**src/rtl/kira_loader_pkg.sv**
```systemverilog
// Shared types and constants for the instruction-memory loader.
//   ldr_state_e : loader FSM states
//   LEN_BYTES   : length-header bytes at the start of a frame
//   WORD_BYTES  : payload bytes per imem word
package kira_loader_pkg;

   typedef enum logic [2:0] {
      IDLE,
      LEN_LO,
      LEN_HI,
      DATA,
      WRITE,
      VERIFY,
      DONE,
      ERR
   } ldr_state_e;

   localparam int LEN_BYTES  = 2;
   localparam int WORD_BYTES = 4;

endpackage

```
**src/rtl/byte_packer.sv**
```systemverilog
// Assembles a little-endian byte stream into 32-bit words.
// Ports:
//   clk, rst      clock, synchronous active-high reset
//   clear         drops any partial word (start of a new frame)
//   byte_valid    a payload byte is transferred this cycle
//   byte_data     the payload byte
//   word          {b3,b2,b1,b0}, valid in the cycle the 4th byte arrives
//   word_valid    high in the cycle the 4th byte of a word is transferred
module byte_packer
   import kira_loader_pkg::*;
(
   input  logic        clk,
   input  logic        rst,
   input  logic        clear,
   input  logic        byte_valid,
   input  logic [7:0]  byte_data,
   output logic [31:0] word,
   output logic        word_valid
);

   logic [1:0]  lane;
   logic [23:0] shift;

   // Word is combinational so the loader can register it into the imem
   // port on the same edge that takes the final byte.
   assign word       = {byte_data, shift};
   assign word_valid = byte_valid && (lane == 2'(WORD_BYTES - 1));

   always_ff @(posedge clk) begin
      if (rst || clear) begin
         lane  <= '0;
         shift <= '0;
      end else if (byte_valid) begin
         lane  <= lane + 2'd1;
         shift <= {byte_data, shift[23:8]};
      end
   end

endmodule

```
**src/rtl/imem_loader.sv**
```systemverilog
// Instruction-memory loader: takes a length-prefixed little-endian byte
// stream from the host link and writes it as 32-bit words into imem at
// consecutive addresses starting at BASE_ADDR.
// Ports:
//   clk, rst        clock, synchronous active-high reset
//   start           1-cycle pulse, begins a load from IDLE or ERR
//   s_valid/s_ready/s_data   byte stream handshake
//   imem_ena/wea/addra/dina  imem write port (registered)
//   imem_doutb      imem read data, used only for read-back checking
//   busy            high while a load is in progress
//   done            1-cycle pulse on successful completion
//   err             sticky error, cleared by start or rst
//   words_loaded    words written in the current/last load
// Build option: define IMEM_LOADER_VERIFY_EN to read back every word after
// writing it and flag a mismatch as an error.
//
// state  | meaning
// IDLE   | waiting for start
// LEN_LO | taking count[7:0]
// LEN_HI | taking count[15:8], then range check
// DATA   | taking payload bytes
// WRITE  | one-cycle imem write of the assembled word
// VERIFY | one-cycle read-back compare (verify build only)
// DONE   | one-cycle completion pulse
// ERR    | bad length or read-back mismatch; waits for start
module imem_loader
   import kira_loader_pkg::*;
#(
   parameter int ADDR_W    = 12,
   parameter int DEPTH     = 1024,
   parameter int BASE_ADDR = 0
) (
   input  logic              clk,
   input  logic              rst,
   input  logic              start,
   input  logic              s_valid,
   output logic              s_ready,
   input  logic [7:0]        s_data,
   output logic              imem_ena,
   output logic [3:0]        imem_wea,
   output logic [ADDR_W-1:0] imem_addra,
   output logic [31:0]       imem_dina,
   input  logic [31:0]       imem_doutb,
   output logic              busy,
   output logic              done,
   output logic              err,
   output logic [15:0]       words_loaded
);

   localparam int unsigned MAX_WORDS = DEPTH - BASE_ADDR;

   ldr_state_e  state;
   logic [15:0] count;
   logic [15:0] len_full;
   logic [31:0] word;
   logic        word_valid;
   logic        pack_clear;
   logic        pack_valid;

   assign len_full   = {s_data, count[7:0]};
   assign pack_clear = start && (state == IDLE || state == ERR);
   // s_ready is always high in DATA, so a valid byte here is a transfer.
   assign pack_valid = (state == DATA) && s_valid;

`ifndef IMEM_LOADER_VERIFY_EN
   logic unused_doutb;
   assign unused_doutb = ^imem_doutb;
`endif

   byte_packer u_packer (
      .clk        (clk),
      .rst        (rst),
      .clear      (pack_clear),
      .byte_valid (pack_valid),
      .byte_data  (s_data),
      .word       (word),
      .word_valid (word_valid)
   );

   // Outputs are registered: each transition also loads the output values
   // that belong to the state being entered.
   always_ff @(posedge clk) begin
      if (rst) begin
         state        <= IDLE;
         count        <= '0;
         s_ready      <= 1'b0;
         imem_ena     <= 1'b0;
         imem_wea     <= '0;
         imem_addra   <= '0;
         imem_dina    <= '0;
         busy         <= 1'b0;
         done         <= 1'b0;
         err          <= 1'b0;
         words_loaded <= '0;
      end else begin
         done     <= 1'b0;
         imem_ena <= 1'b0;
         imem_wea <= '0;
         case (state)
            IDLE, ERR: begin
               if (start) begin
                  state        <= LEN_LO;
                  s_ready      <= 1'b1;
                  busy         <= 1'b1;
                  err          <= 1'b0;
                  count        <= '0;
                  words_loaded <= '0;
               end
            end
            LEN_LO: begin
               if (s_valid) begin
                  count[7:0] <= s_data;
                  state      <= LEN_HI;
               end
            end
            LEN_HI: begin
               if (s_valid) begin
                  count <= len_full;
                  if (len_full == 16'd0) begin
                     state   <= DONE;
                     s_ready <= 1'b0;
                     done    <= 1'b1;
                  end else if (32'(len_full) > MAX_WORDS) begin
                     state   <= ERR;
                     s_ready <= 1'b0;
                     busy    <= 1'b0;
                     err     <= 1'b1;
                  end else begin
                     state <= DATA;
                  end
               end
            end
            DATA: begin
               if (word_valid) begin
                  state        <= WRITE;
                  s_ready      <= 1'b0;
                  imem_ena     <= 1'b1;
                  imem_wea     <= 4'hF;
                  imem_addra   <= ADDR_W'(BASE_ADDR + int'(words_loaded));
                  imem_dina    <= word;
                  words_loaded <= words_loaded + 16'd1;
               end
            end
            WRITE: begin
`ifdef IMEM_LOADER_VERIFY_EN
               state    <= VERIFY;
               imem_ena <= 1'b1;
`else
               if (words_loaded == count) begin
                  state <= DONE;
                  done  <= 1'b1;
               end else begin
                  state   <= DATA;
                  s_ready <= 1'b1;
               end
`endif
            end
`ifdef IMEM_LOADER_VERIFY_EN
            VERIFY: begin
               // imem_dina still holds the word just written.
               if (imem_doutb != imem_dina) begin
                  state <= ERR;
                  busy  <= 1'b0;
                  err   <= 1'b1;
               end else if (words_loaded == count) begin
                  state <= DONE;
                  done  <= 1'b1;
               end else begin
                  state   <= DATA;
                  s_ready <= 1'b1;
               end
            end
`endif
            DONE: begin
               state <= IDLE;
               busy  <= 1'b0;
            end
            default: begin
               state   <= IDLE;
               s_ready <= 1'b0;
               busy    <= 1'b0;
            end
         endcase
      end
   end

endmodule
```
**config.mk**
```make
export PLATFORM = sky130hd
export DESIGN_NAME = imem_loader
export DESIGN_NICKNAME = d
export VERILOG_FILES = /design/src/rtl/kira_loader_pkg.sv /design/src/rtl/byte_packer.sv /design/src/rtl/imem_loader.sv
export SDC_FILE = /design/constraint.sdc
export NUM_CORES = 1
export LEC_CHECK = 0
export ABC_AREA = 1
export CORE_ASPECT_RATIO = 0.8
export CORE_MARGIN = 10
export CORE_UTILIZATION = 40
export DETAILED_ROUTE_END_ITERATION = 6
export GPL_ROUTABILITY_DRIVEN = 0
export PLACE_DENSITY = 0.73
export SYNTH_ARGS = -nofsm -noshare
export SYNTH_HDL_FRONTEND = slang
export SYNTH_HIERARCHICAL = 1
export SYNTH_SLANG_ARGS = --single-unit
export TNS_END_PERCENT = 5
```
**constraint.sdc**
```tcl
create_clock -name clk -period 2.9 [get_ports clk]
set_clock_uncertainty 0.1 [all_clocks]
set_input_delay 0.29 -clock clk [delete_from_list [all_inputs] [get_ports clk]]
set_output_delay 0.29 -clock clk [all_outputs]
set_load 0.02 [all_outputs]
```
==> results of run 1 <==
==> logic make-up after synthesis <==
kind of cell	Yosys count	share of synthesized area (%)
XOR/XNOR	2	0.354
flip-flops	110	44.5
adder cells (fa/ha/maj)	2	0.505
AO/OA/AOI/OAI	110	11.8
buffers and inverters	131	12.3
AND/OR/NAND/NOR	374	30.6
==> metal layers <==
metal	up-vias	GRT usage (%)	part of all wire, %
li1	2346	-	-
met1	2002	20.6	49
met2	143	21.2	41
met3	11	5.83	9.5
met4	0	2.71	0.72
met5	-	0	0
==> metrics by stage <==
step | setup WS (ns) | cells
2_1_floorplan | 0.915 | 729
6_report | 0.616 | 943
4_1_cts | 0.661 | 943
5_1_grt | 0.378 | 943
3_5_place_dp | 0.509 | 927
3_3_place_gp | 0.535 | 927
==> layout make-up <==
type,instances,share of cell area [%]
timing repair buffer,88,14.2
clock buffer,10,3.97
sequential,110,36.6
inverter,89,5.55
tap,152,3.16
clock inverter,6,0.831
multi-input combinational,488,35.7
==> worst max-delay path, delay by kind of cell (launching register included) <==
kind / cells / cell delay (ns)
flip-flops: 1 / 0.37
buffers and inverters: 4 / 0.38
AND/OR/NAND/NOR: 9 / 1.26
AO/OA/AOI/OAI: 1 / 0.11
==> synth_stat cells (all sizes together) <==
| cell type | number | area (µm²) |
|---|---|---|
| nand4 | 3 | 18.8 |
| ha | 2 | 25.0 |
| nand3 | 15 | 75.1 |
| nor2 | 103 | 409 |
| clkbuf | 10 | 37.5 |
| a21oi | 83 | 427 |
| a211oi | 5 | 37.5 |
| a32o | 1 | 10.0 |
| nor3 | 17 | 100 |
| nand2 | 236 | 913 |
| o21ai | 21 | 109 |
| xor2 | 2 | 17.5 |
| dfxtp | 110 | 2200 |
| inv | 89 | 334 |
| buf | 32 | 238 |
==> state kept, by name (all words and copies together) (netlist names), 2 cells and up <==
name / cells
imem_dina: 32
u_packer/shift: 24
count: 16
words_loaded: 16
imem_addra: 12
state: 3
u_packer/lane: 2
==> power groups by stage <==
stage          clock, mW  sequential [mW]  combinational (mW)
6_report            1.20             1.72                1.20
5_1_grt             1.30             1.74                1.37
4_1_cts             1.23             1.72                1.19
3_5_place_dp           0             1.75                1.18
3_3_place_gp           0             1.75                1.17
2_1_floorplan          0             1.75               0.975
==> worst max path at each step <==
stage                         from          endpoint  slack [ns]  depth (start not counted)
after global placement     s_valid   words_loaded[8]        0.54                         13
after CTS                 state[1]   words_loaded[8]        0.66                         14
after floorplan           state[1]  words_loaded[14]        0.92                         16
after global routing      state[1]   words_loaded[8]        0.38                         14
final                     state[1]   words_loaded[8]        0.62                         14
after detailed placement   s_valid   words_loaded[8]        0.51                         13
==> results.md, run 1 <==
* Status: completed
* Worst r2r dst: words_loaded[8]
* DRT Wirelength at 12,700 µm
* Endpoints failing hold at 0
* Initial antenna violation count at 0
* Kind of critical path: register to register
* Flop pwr share at 41.6%
* Static leakage at 2.42 nW
* Peak VDD IR at between 0.6 and 0.7 mV
* Min-delay src: rst
* Vias in the first global route at about 4,200
* Psw at 1.47 mW
* CP required at 3.09 ns
* Setup TNS at 0 ns
* Area grow syn2layout at 21.5%
* Clock H-tree levels at 3
* Avg Inst Size Synth at 6.79 µm²
* Ports at around 110
* Net Sw Frac at 35.6%
* Worst min path class: primary input to register
* Post-Syn Instances at 729
* Synthesized area at 4950 µm²
* Height of the chip at 120 µm
* Skew-Pair Late Insertion Delay at 0.35 ns
* Register area share after synthesis at 44.5%
* Synthesis warning total at 6
* Post-CTS Hold Buffers at 0
* First-pass GRT wire length at between 20,000 and 25,000 µm
* Max-capacitance violation count at 0
* Layout cells sized above 1 at 5.44%
* Setup bufs post-CTS at 0
* Crit path cell chain: inv_1 > nor2_1 > nand2_1 > nor2_4 > nand2_1 > inv_1 > nand2_4 > nand2_2 > nand2_1 > inv_1 > nand2_1 > inv_1 > nand2_1 > a21oi_1
* Starting DRT DRC Count at 367
* Synth Net Count at just under 800
* Nets at 832
* Worst slew pin tran at 0.649 ns
* # diodes at 0
* Number of synthesized register bits at 110
* Hold EP: words_loaded[3]
* CP arrival at around 2.5 ns
* Die width at 144 µm
* Largest net degree at the start of global routing at 57
* Row count at 36
* Clock sink total at 110
* Post-DP Area at roughly 5700 µm²
* R2r setup slk at about 0.62 ns
* Clock Tree Buf Depth at 2
* Buffers on Ports at 80
* Tcrit/Tclk final at between 70 and 80%
* Crit path capture type: register
* Combinational Power Share at 29.2%
* Antenna-violating nets left at 0
* Fillers at 1,261
* Slew Viols, Final at 0
* GRT Overall Usage at 14.8%
* Initial Util at 40.7%
* Crit-path max FO at 22
* Most frequent cells in the layout: nand2_1 (229), dfxtp_1 (110), nor2_1 (99)
* Drt drc at 0
* DP HPWL at about 9000 µm
* CTS buffer count at 9
* Root Driver: clkbuf_16
* Hold Path Depth at 4
* Relative slew slack at 56.7%
* Crit path time final at 2.28 ns
* Startpoint Class: register
* Clk pwr share at between 20% and 30%
* R2R depth at 14
* Post-route cell area at 6020 µm²
* RSZ-0062 raised after global routing: false
* Die area at between 15,000 and 20,000 µm²
* # resized after CTS at 0
* Wirelength per Cell at 13.4 µm
* Worst hold margin at 0.311 ns
* Final core occ at between 40% and 50%
* Total power at 4.13 mW
* Clock-pin slew on the worst setup and hold paths at 0.08 ns
* Vias at 4,502
* TritonRoute pass-1 iters at 7
* PD cells at 685 nW/µm²
* Slowest cell on crit path: dfxtp_1
* Register area at 2200 µm²
* Detail-routed via count per cell at between 4 and 5
* Yosys cell types at 25
* Crit-path max cell delay at 0.37 ns
* Critical R2R Launch: state[1]
* CTS tree: built
* Placeable Area at 12,200 µm²
* Max Fclk at 0.438 GHz
* Total grt overflow at 0
* # setup viols final at 0
* Most common cell after layout, fill and taps aside: nand2_1
* Cell mode on critical path: nand2_1
* Multi-input gate area at 2150 µm²
* Pint at 2.66 mW
(Power assumes the default switching activity.)
==> inputs of run 2 (changes only) <==
--- a/config.mk
+++ b/config.mk
@@ -11,7 +11,7 @@
 export CORE_UTILIZATION = 40
 export DETAILED_ROUTE_END_ITERATION = 6
 export GPL_ROUTABILITY_DRIVEN = 0
-export PLACE_DENSITY = 0.73
+export PLACE_DENSITY = 0.76
 export SYNTH_ARGS = -nofsm -noshare
 export SYNTH_HDL_FRONTEND = slang
 export SYNTH_HIERARCHICAL = 1
==> constraint.sdc (replaced) <==
create_clock -name clk -period 1.9 [get_ports clk]
set_clock_uncertainty 0.1 [all_clocks]
set_input_delay 0.19 -clock clk [delete_from_list [all_inputs] [get_ports clk]]
set_output_delay 0.19 -clock clk [all_outputs]
set_load 0.02 [all_outputs]
==> run 2 against run 1 <==
Sequential share of layout area down 1.8 points. First-iteration DRC count up 23%. Cell area is 5.5% higher. Sequential power grew 53%. Setup slack lost 0.58 ns. Via count grew 4.0%.
==> results.md, run 2 (synthesis gave the netlist of run 1 again) <==
* TritonRoute pass-1 iters at 5
* Worst slew pin tran at 0.467 ns
* DP Cell Count at 955
* Largest Register: imem_dina
* Register area at 2210 µm²
* Most common cell after layout, fill and taps aside: nand2_1
* DRT Wirelength at 13,400 µm
* Crit path capture type: register
* Layout cells sized above 1 at 10.8%
* Die area at 17,300 µm²
* Clock Tree Buf Depth at 2
* Starting DRT DRC Count at 451
* Clock sink total at 110
* Post-route cell area at 6350 µm²
* Max Fclk at 0.536 GHz
* Slowest cell on crit path: dfxtp_1
* Worst hold margin at 0.0701 ns
* Critical R2R Launch: state[2]
* Peak VDD IR at 0.933 mV
* Slew Viols, Final at 0
* Detail-routed via count per cell at 4.80
* Dpl ws at -0.0233 ns
* Setup TNS at 0 ns
* R2R depth at 10
* Relative slew slack at between 60% and 70%
* Fillers at 1,224
* Largest registers: imem_dina: 32 flops, u_packer/shift: 24 flops
* RSZ-0062 raised after global routing: true
* Crit path time final at between 1.5 and 2 ns
* Multi-input gate area at 2180 µm²
* DP HPWL at between 9000 and 10,000 µm
* Initial Util at 40.7%
* Drt drc at 0
* PD cells at 1060 nW/µm²
* Placeable Area at between 10,000 and 15,000 µm²
* Nets at 865
* Fin cells at 976
* Min-delay src: rst
* Max FFs per register at 32
* Hold Path Depth at 2
* Kind of critical path: register to register
* Tcrit/Tclk final at 98.2%
* Post-DP Area at 5980 µm²
* Root Driver: clkbuf_16
* Crit path cell chain: inv_2 > a21oi_1 > a21oi_4 > nand2_2 > nand2_1 > inv_2 > o21ai_4 > buf_12 > a21oi_1 > nor3_2
* Buffers on Ports at 80
* Setup ws final at 0.0347 ns
* Row count at 36
* CP bufs+invs at 3
* CTS buffer count at 9
* Status: completed
* Worst r2r dst: count[6]
* Area grow syn2layout at 28.2%
* # diodes at 0
* GRT Overall Usage at 15.0%
* First-pass GRT wire length at 21,000 µm
* R2r setup slk at 0.03 ns
* Crit-path max cell delay at 0.40 ns
* Crit-path max FO at 16
* Largest net degree at the start of global routing at 53
* CP required at 2.03 ns
* Die width at 144 µm
* Max-capacitance violation count at 0
* CTS tree: built
* # setup viols final at 0
* Vias in the first global route at 4,176
* CP arrival at 2.00 ns
* Wirelength per Cell at 13.7 µm
* Worst min path class: primary input to register
* Startpoint Class: register
* Height of the chip at 120 µm
* Ports at 113
* Antenna-violating nets left at 0
* Clock H-tree levels at 3
* Most frequent cells in the layout: nand2_1 (227), dfxtp_1 (105), nor2_1 (97)
* Top Family by Delay on Critical Path: compound AO/OA/AOI/OAI gates
* Vias at 4,683
* Initial antenna violation count at 0
* Total grt overflow at 0
* Static leakage at ~2.6 nW
* Skew-Pair Late Insertion Delay at 0.36 ns
* Endpoints failing hold at 0
* Hold EP: words_loaded[13]
* Clock-pin slew on the worst setup and hold paths at around 0.08 ns
* Post-CTS Hold Buffers at 0
[run 2: per-layer routing]
metal	GRT usage (%)	up-vias	share of wire (%)
met3	5.32	14	10
met4	3.91	0	0.84
met1	20.8	2100	47
li1	-	2415	-
met2	21.7	154	42
met5	0	-	0
[run 2: area by class of cell]
cell class	instances	share of cell area, %
Sequential cell	110	34.8
Multi-Input combinational cell	488	34.3
Timing Repair Buffer	121	18.0
Inverter	89	5.32
Clock buffer	11	3.98
Tap cell	152	2.99
Clock inverter	5	0.630
[run 2: metrics by stage]
stage,utilization [%],power (mW)
after floorplan,-,4.18
after global placement,49.2,4.66
after detailed placement,49.2,4.70
after CTS,51.6,6.56
after global routing,52.2,7.13
final,52.2,6.72
[run 2: worst max-delay path by stage]
stage / startpoint / end / slack [ns] / cells after the start
after floorplan: state[1] / words_loaded[14] / 0.01 / 16
after global placement: s_valid / words_loaded[7] / 0.05 / 14
after detailed placement: s_valid / words_loaded[7] / -0.02 / 14
after CTS: state[2] / count[6] / 0.01 / 6
after global routing: state[2] / state[1] / -0.07 / 10
final: state[2] / count[6] / 0.03 / 10
[run 2: repair_timing]
item                                    in CTS  in global routing
resized for setup                            0                 10
endpoints found under the setup margin       0                 41
hold endpoints to repair                     0                  0
setup buffers                                0                  5
[run 2: worst register-to-register path: stages, from the launching register on]
cell and delay, ns:
dfxtp_1 0.40, inv_2 0.09, a21oi_1 0.30, a21oi_4 0.09
nand2_2 0.12, nand2_1 0.08, inv_2 0.08, o21ai_4 0.06
buf_12 0.15, a21oi_1 0.22, nor3_2 0.06
[run 2: where the power goes]
part           total [mW]  internal [mW]  leakage (nW)  switching (mW)
Combinational        2.23          0.871          1.56            1.36
Clock                1.85          0.974         0.140           0.878
Sequential           2.63           2.50         0.892           0.130
Total                6.72           4.35          2.59            2.37
==> inputs of run 3 (changes only) <==
--- a/config.mk
+++ b/config.mk
@@ -9,6 +9,7 @@
 export CORE_ASPECT_RATIO = 0.8
 export CORE_MARGIN = 10
 export CORE_UTILIZATION = 40
+export CTS_BUF_LIST = sky130_fd_sc_hd__clkbuf_4 sky130_fd_sc_hd__clkbuf_8
 export DETAILED_ROUTE_END_ITERATION = 6
 export GPL_ROUTABILITY_DRIVEN = 0
 export PLACE_DENSITY = 0.76
==> run 3 against run 2 <==
Core utilization decreased by 0.98 points. Critical endpoint is now state[1]. Largest power group unchanged. Register-to-register slack is essentially flat. Fmax about the same.
==> results.md, run 3 (synthesis gave the netlist of run 1 again) <==
* Clock H-tree levels at 3
* Layout cells sized above 1 at 10.7%
* Met1 Track Usage GR at 21.3%
* Area grow syn2layout at 25.8%
* Busiest layer in global routing: met2
* Crit path time final at 1.86 ns
* Crit-path max cell delay at 0.39 ns
* Wirelength per Cell at 13.5 µm
* TritonRoute pass-1 iters at 6
* M3 GR Usage at around 4.7%
* Nets at 863
* Vias at 4,691
* # setup viols final at 0
* Ports at between 100 and 150
* PD cells at 982 nW/µm²
* Worst r2r dst: state[1]
* R2r setup slk at 0.04 ns
* RSZ-0062 raised after global routing: true
* Detail-routed via count per cell at just under 5
* Crit-path max FO at 5
* Setup ws final at 0.0358 ns
* Slowest cell on crit path: dfxtp_1
* Clock sink total at 110
* Skew-Pair Late Insertion Delay at between 0.3 and 0.4 ns
* Antenna-violating nets left at 0
* Total power at 6.12 mW
* Post-CTS Hold Buffers at 0
* Top Family by Delay on Critical Path: compound AO/OA/AOI/OAI gates
* Tcrit/Tclk final at a little over nine tenths
* DP HPWL at approximately 9700 µm
* Initial antenna violation count at 0
* CP arrival at slightly above 2 ns
* Most frequent cells in the layout: nand2_1 (227), dfxtp_1 (104), nor2_1 (97)
* Die area at about 17,000 µm²
* Post-DP Area at 5980 µm²
* Crit path depth at 10
* DRT Wirelength at 13,100 µm
* Max Fclk at about 0.54 GHz
* Crit path cell chain: inv_2 > a21oi_1 > a21oi_4 > nand2_2 > nand2_1 > inv_2 > nand2_1 > inv_1 > o21ai_0 > a21oi_1
* Drt drc at 0
* Max FFs per register at 32
* Critical Path Source: state[2]
* CP required at between 2 and 2.5 ns
* Most common cell after layout, fill and taps aside: nand2_1
* Peak VDD IR at 0.874 mV
* Critical R2R Launch: state[2]
* Clock Tree Buf Depth at 2
* Clock-pin slew on the worst setup and hold paths at 0.11 ns
* Total grt overflow at 0
* CP bufs+invs at 3
* Kind of critical path: register to register
* Root Driver: clkbuf_8
* Vias in the first global route at 4,124
* Worst setup path end: state[1]
* Largest net degree at the start of global routing at 53
* GRT Overall Usage at 15.0%
* Initial Util at 40.7%
* # diodes at 0
* Worst min path class: primary input to register
* Worst slew pin tran at 0.487 ns
* Row count at 36
* CTS tree: built
* Dpl ws at -0.0233 ns
* Max-capacitance violation count at 0
* Status: completed
* Slew Viols, Final at 0
* Met2 usage at 21.6%
* Height of the chip at 120 µm
* Final core occ at between 50 and 60%
* Largest registers: imem_dina: 32 flops, u_packer/shift: 24 flops
* CTS buffer count at 9
* Fillers at between 1,000 and 1,500
* Starting DRT DRC Count at 469
* Post-route cell area at roughly 6200 µm²
* R2R depth at 10
* First-pass GRT wire length at 21,000 µm
* Placeable Area at 12,200 µm²
* Largest Register: imem_dina
* Relative slew slack at 67.6%
* Endpoints failing hold at 0
* Buffers on Ports at 80
* Crit path capture type: register
* Static leakage at approximately 2.6 nW
* Startpoint Class: register
* Die width at 144 µm
==> run 3: cell types whose count changed in the layout (fill, tap and decap cells not counted), sizes merged <==
cell,delta
buf,-2
clkdlybuf4s50,-1
dlymetal6s2s,+1
==> run 3: per-stage QoR <==
stage                     instances  setup TNS (ns)  hold WS [ns]
final                           974               0        0.0413
after global routing            974          -0.171        0.0276
after CTS                       971               0        0.0205
after detailed placement        955         -0.0233         0.354
after floorplan                 729               0         0.250
after global placement          955               0         0.349
==> run 3: metal layers <==
metal	wire [µm]	up-vias	share of wire, %
met1	6290	2114	48
met5	0	-	0
met3	1240	17	9.5
li1	-	2410	-
met4	171	0	1.3
met2	5450	150	41
==> run 3: what timing repair did <==
action / CTS / global route
buffers inserted: 0 / 3
endpoints found under the setup margin: 0 / 48
hold endpoints to repair: 0 / 0
resized for setup: 0 / 13
==> run 3: how the worst min path moves through the flow <==
stage                                 start               end  slack, ns  cells after the start
after CTS                               rst  words_loaded[13]       0.02                      2
after floorplan                   s_data[4]         count[12]       0.25                      2
after global routing                    rst  words_loaded[13]       0.03                      2
final                                   rst  words_loaded[13]       0.04                      2
after detailed placement               busy              busy       0.35                      2
after global placement    u_packer/shift[2]      imem_dina[2]       0.35                      2
==> run 3: worst reg2reg max path: cells and delay by family (launching register included) <==
family | cells | cell delay [ns]
AND/OR/NAND/NOR | 3 | 0.30
AO/OA/AOI/OAI | 4 | 0.70
buffers and inverters | 3 | 0.30
flip-flops | 1 | 0.39
==> run 3: area by class of cell <==
cell class / instances / area [µm²] / share of cell area [%]
clock buffer: 11 / 151 / 2.43
clock inverter: 5 / 40.0 / 0.642
inverter: 89 / 338 / 5.42
multi-input combinational: 488 / 2180 / 35.0
sequential: 110 / 2210 / 35.4
tap: 152 / 190 / 3.05
timing repair buffer: 119 / 1120 / 18.0
==> run 3: where the power goes <==
group          internal, mW  switching (mW)
Sequential             2.50           0.129
Clock                 0.561           0.811
Combinational         0.788            1.33
==> variant, RTL diff (flow settings as in run 1) <==
The option `IMEM_LOADER_VERIFY_EN` is turned on by a define.
--- a/src/rtl/imem_loader.sv
+++ b/src/rtl/imem_loader.sv
@@ -24,4 +24,6 @@
 // DONE   | one-cycle completion pulse
 // ERR    | bad length or read-back mismatch; waits for start
+`define IMEM_LOADER_VERIFY_EN
+
 module imem_loader
    import kira_loader_pkg::*;
Formal check against the unedited RTL: not equivalent (a bounded check fails within 10 cycles, from zero or initial values and one cycle with rst high).
==> variant against run 1 <==
- routed wire length is 18% higher
- via count up 11%
- synthesized area increased by 8.1%
- sequential cell count increased by 1
- setup slack improved by 0.17 ns
- design area grew 14%
- power grew 2.8%
- critical endpoint is now imem_dina[26]
- largest power group unchanged
==> variant: results (changes against run 1) <==
stage;metric;value;unit;change
routing;drt_iter0_markers;460;;+25%
yosys;synthXorXnorAreaFrac;6.21;%;+5.9 points
yosys;syn_nets;816;;+5.3%
global_routing;grt_pass1_wl;23.5;mm;+12%
routing;dr.pass1.iters;5;;-2
power;p_leak;2.63;nW;+9.0%
power;internal_power;2.77;mW;+4.1%
setup_path;cp_max_fo;34;;+55%
timing;tightestPinTransition;0.621;ns;-0.0277 ns
global_routing;grt_pass1_vias;4498;;+6.7%
yosys;yosysSeqAreaShare;41.5;%;-3.0 points
yosys;yosys-top-cells-area;dfxtp_1 (41%), nand2_1 (17%), a21oi_1 (7.4%), nor2_1 (7.0%), inv_1 (5.0%);;
placed_design;post_dp_cell_area;0.00655;mm2;+14%
layout;drive_above_1_share;6.77;%;+1.3 points
global_routing;grt_max_degree;53;;-7.0%
yosys;synth_fa_ha_area_share;0.467;%;-0.038 points
routing;drt_wl_total;14.9;mm;+18%
setup_path;worstPathArrival;2.30;ns;-0.17 ns
yosys;ys_top_cells_by_count;nand2_1 (236), dfxtp_1 (111), nor2_1 (100), a21oi_1 (79), inv_1 (72);;
placed_design;place_hpwl;11.0;mm;+24%
placed_design;port_buffers;112;;+40%
placed_design;pre_cts_slack;0.705;ns;+0.195 ns
layout;layout.nets;912;;+9.6%
run_status;status;complete, no violations;;
yosys;synth_cell_types;38;;+52%
routing;vias;4977;;+11%
power;ir_drop;0.000416;V;-39%
setup_path;slowest_delay;0.65;ns;+0.28 ns
[variant: cell count changes after synthesis, sizes merged, moves of 4 or more]
cell   change
nand3      +4
inv       -14
nor3      -10
nand2     +10
xnor2     +27
xor2       +9
o21ai      +8
buf        -6
nor2       +5
[variant: critical path, delay by kind of cell, from the launching register on]
family                 cells  cell delay (ns)
AO/OA/AOI/OAI              2             0.39
flip-flops                 1             0.65
AND/OR/NAND/NOR            4             0.32
buffers and inverters      3             0.57
[variant: cells by family (layout without fill, tap and decap cells)]
group / count (synthesis) / in the layout
and+or+nand+nor: 389 / 389
AOI/OAI and AO/OA: 116 / 116
buffers and inverters: 114 / 215
DFF: 111 / 111
xor gates and xnor gates: 38 / 38
adders and majority gates: 2 / 2
[variant: layout make-up]
class	instances	area, um2
repair buffers	124	1210
multi-input cells	545	2610
well taps	175	219
clock inverters	6	81.3
fillers	1250	6140
clock buffers	10	239
flip-flops and latches	111	2220
inverters	75	284
[variant: worst paths after layout]
kind         cells after the start  slack (ns)            end           from
max reg2reg                      9        0.78  imem_dina[26]       state[2]
min                              2        0.24    imem_wea[2]            rst
max                              9        0.78  imem_dina[26]       state[2]
min reg2reg                      2        0.36  imem_addra[2]  imem_addra[2]
[variant: layer usage]
| metal | routed length (um) | global-route usage, % |
|---|---|---|
| met1 | 7340 | 22.0 |
| met2 | 6110 | 22.7 |
| met4 | 168 | 3.92 |
| met5 | 0 | 0 |
| met3 | 1280 | 5.95 |
[variant: through the flow]
step	util [%]	std cells
after global placement	50.3	1030
after floorplan	-	770
after CTS	52.8	1046
after detailed placement	50.3	1030
after global routing	52.8	1046
final	52.8	1046
[variant: power groups by stage]
stage	registers (mW)	clock network, mW	logic, mW
6_report	1.73	1.29	1.22
5_1_grt	1.74	1.38	1.37
2_1_floorplan	1.75	0	0.932
4_1_cts	1.73	1.32	1.20
3_3_place_gp	1.76	0	1.19
3_5_place_dp	1.76	0	1.19
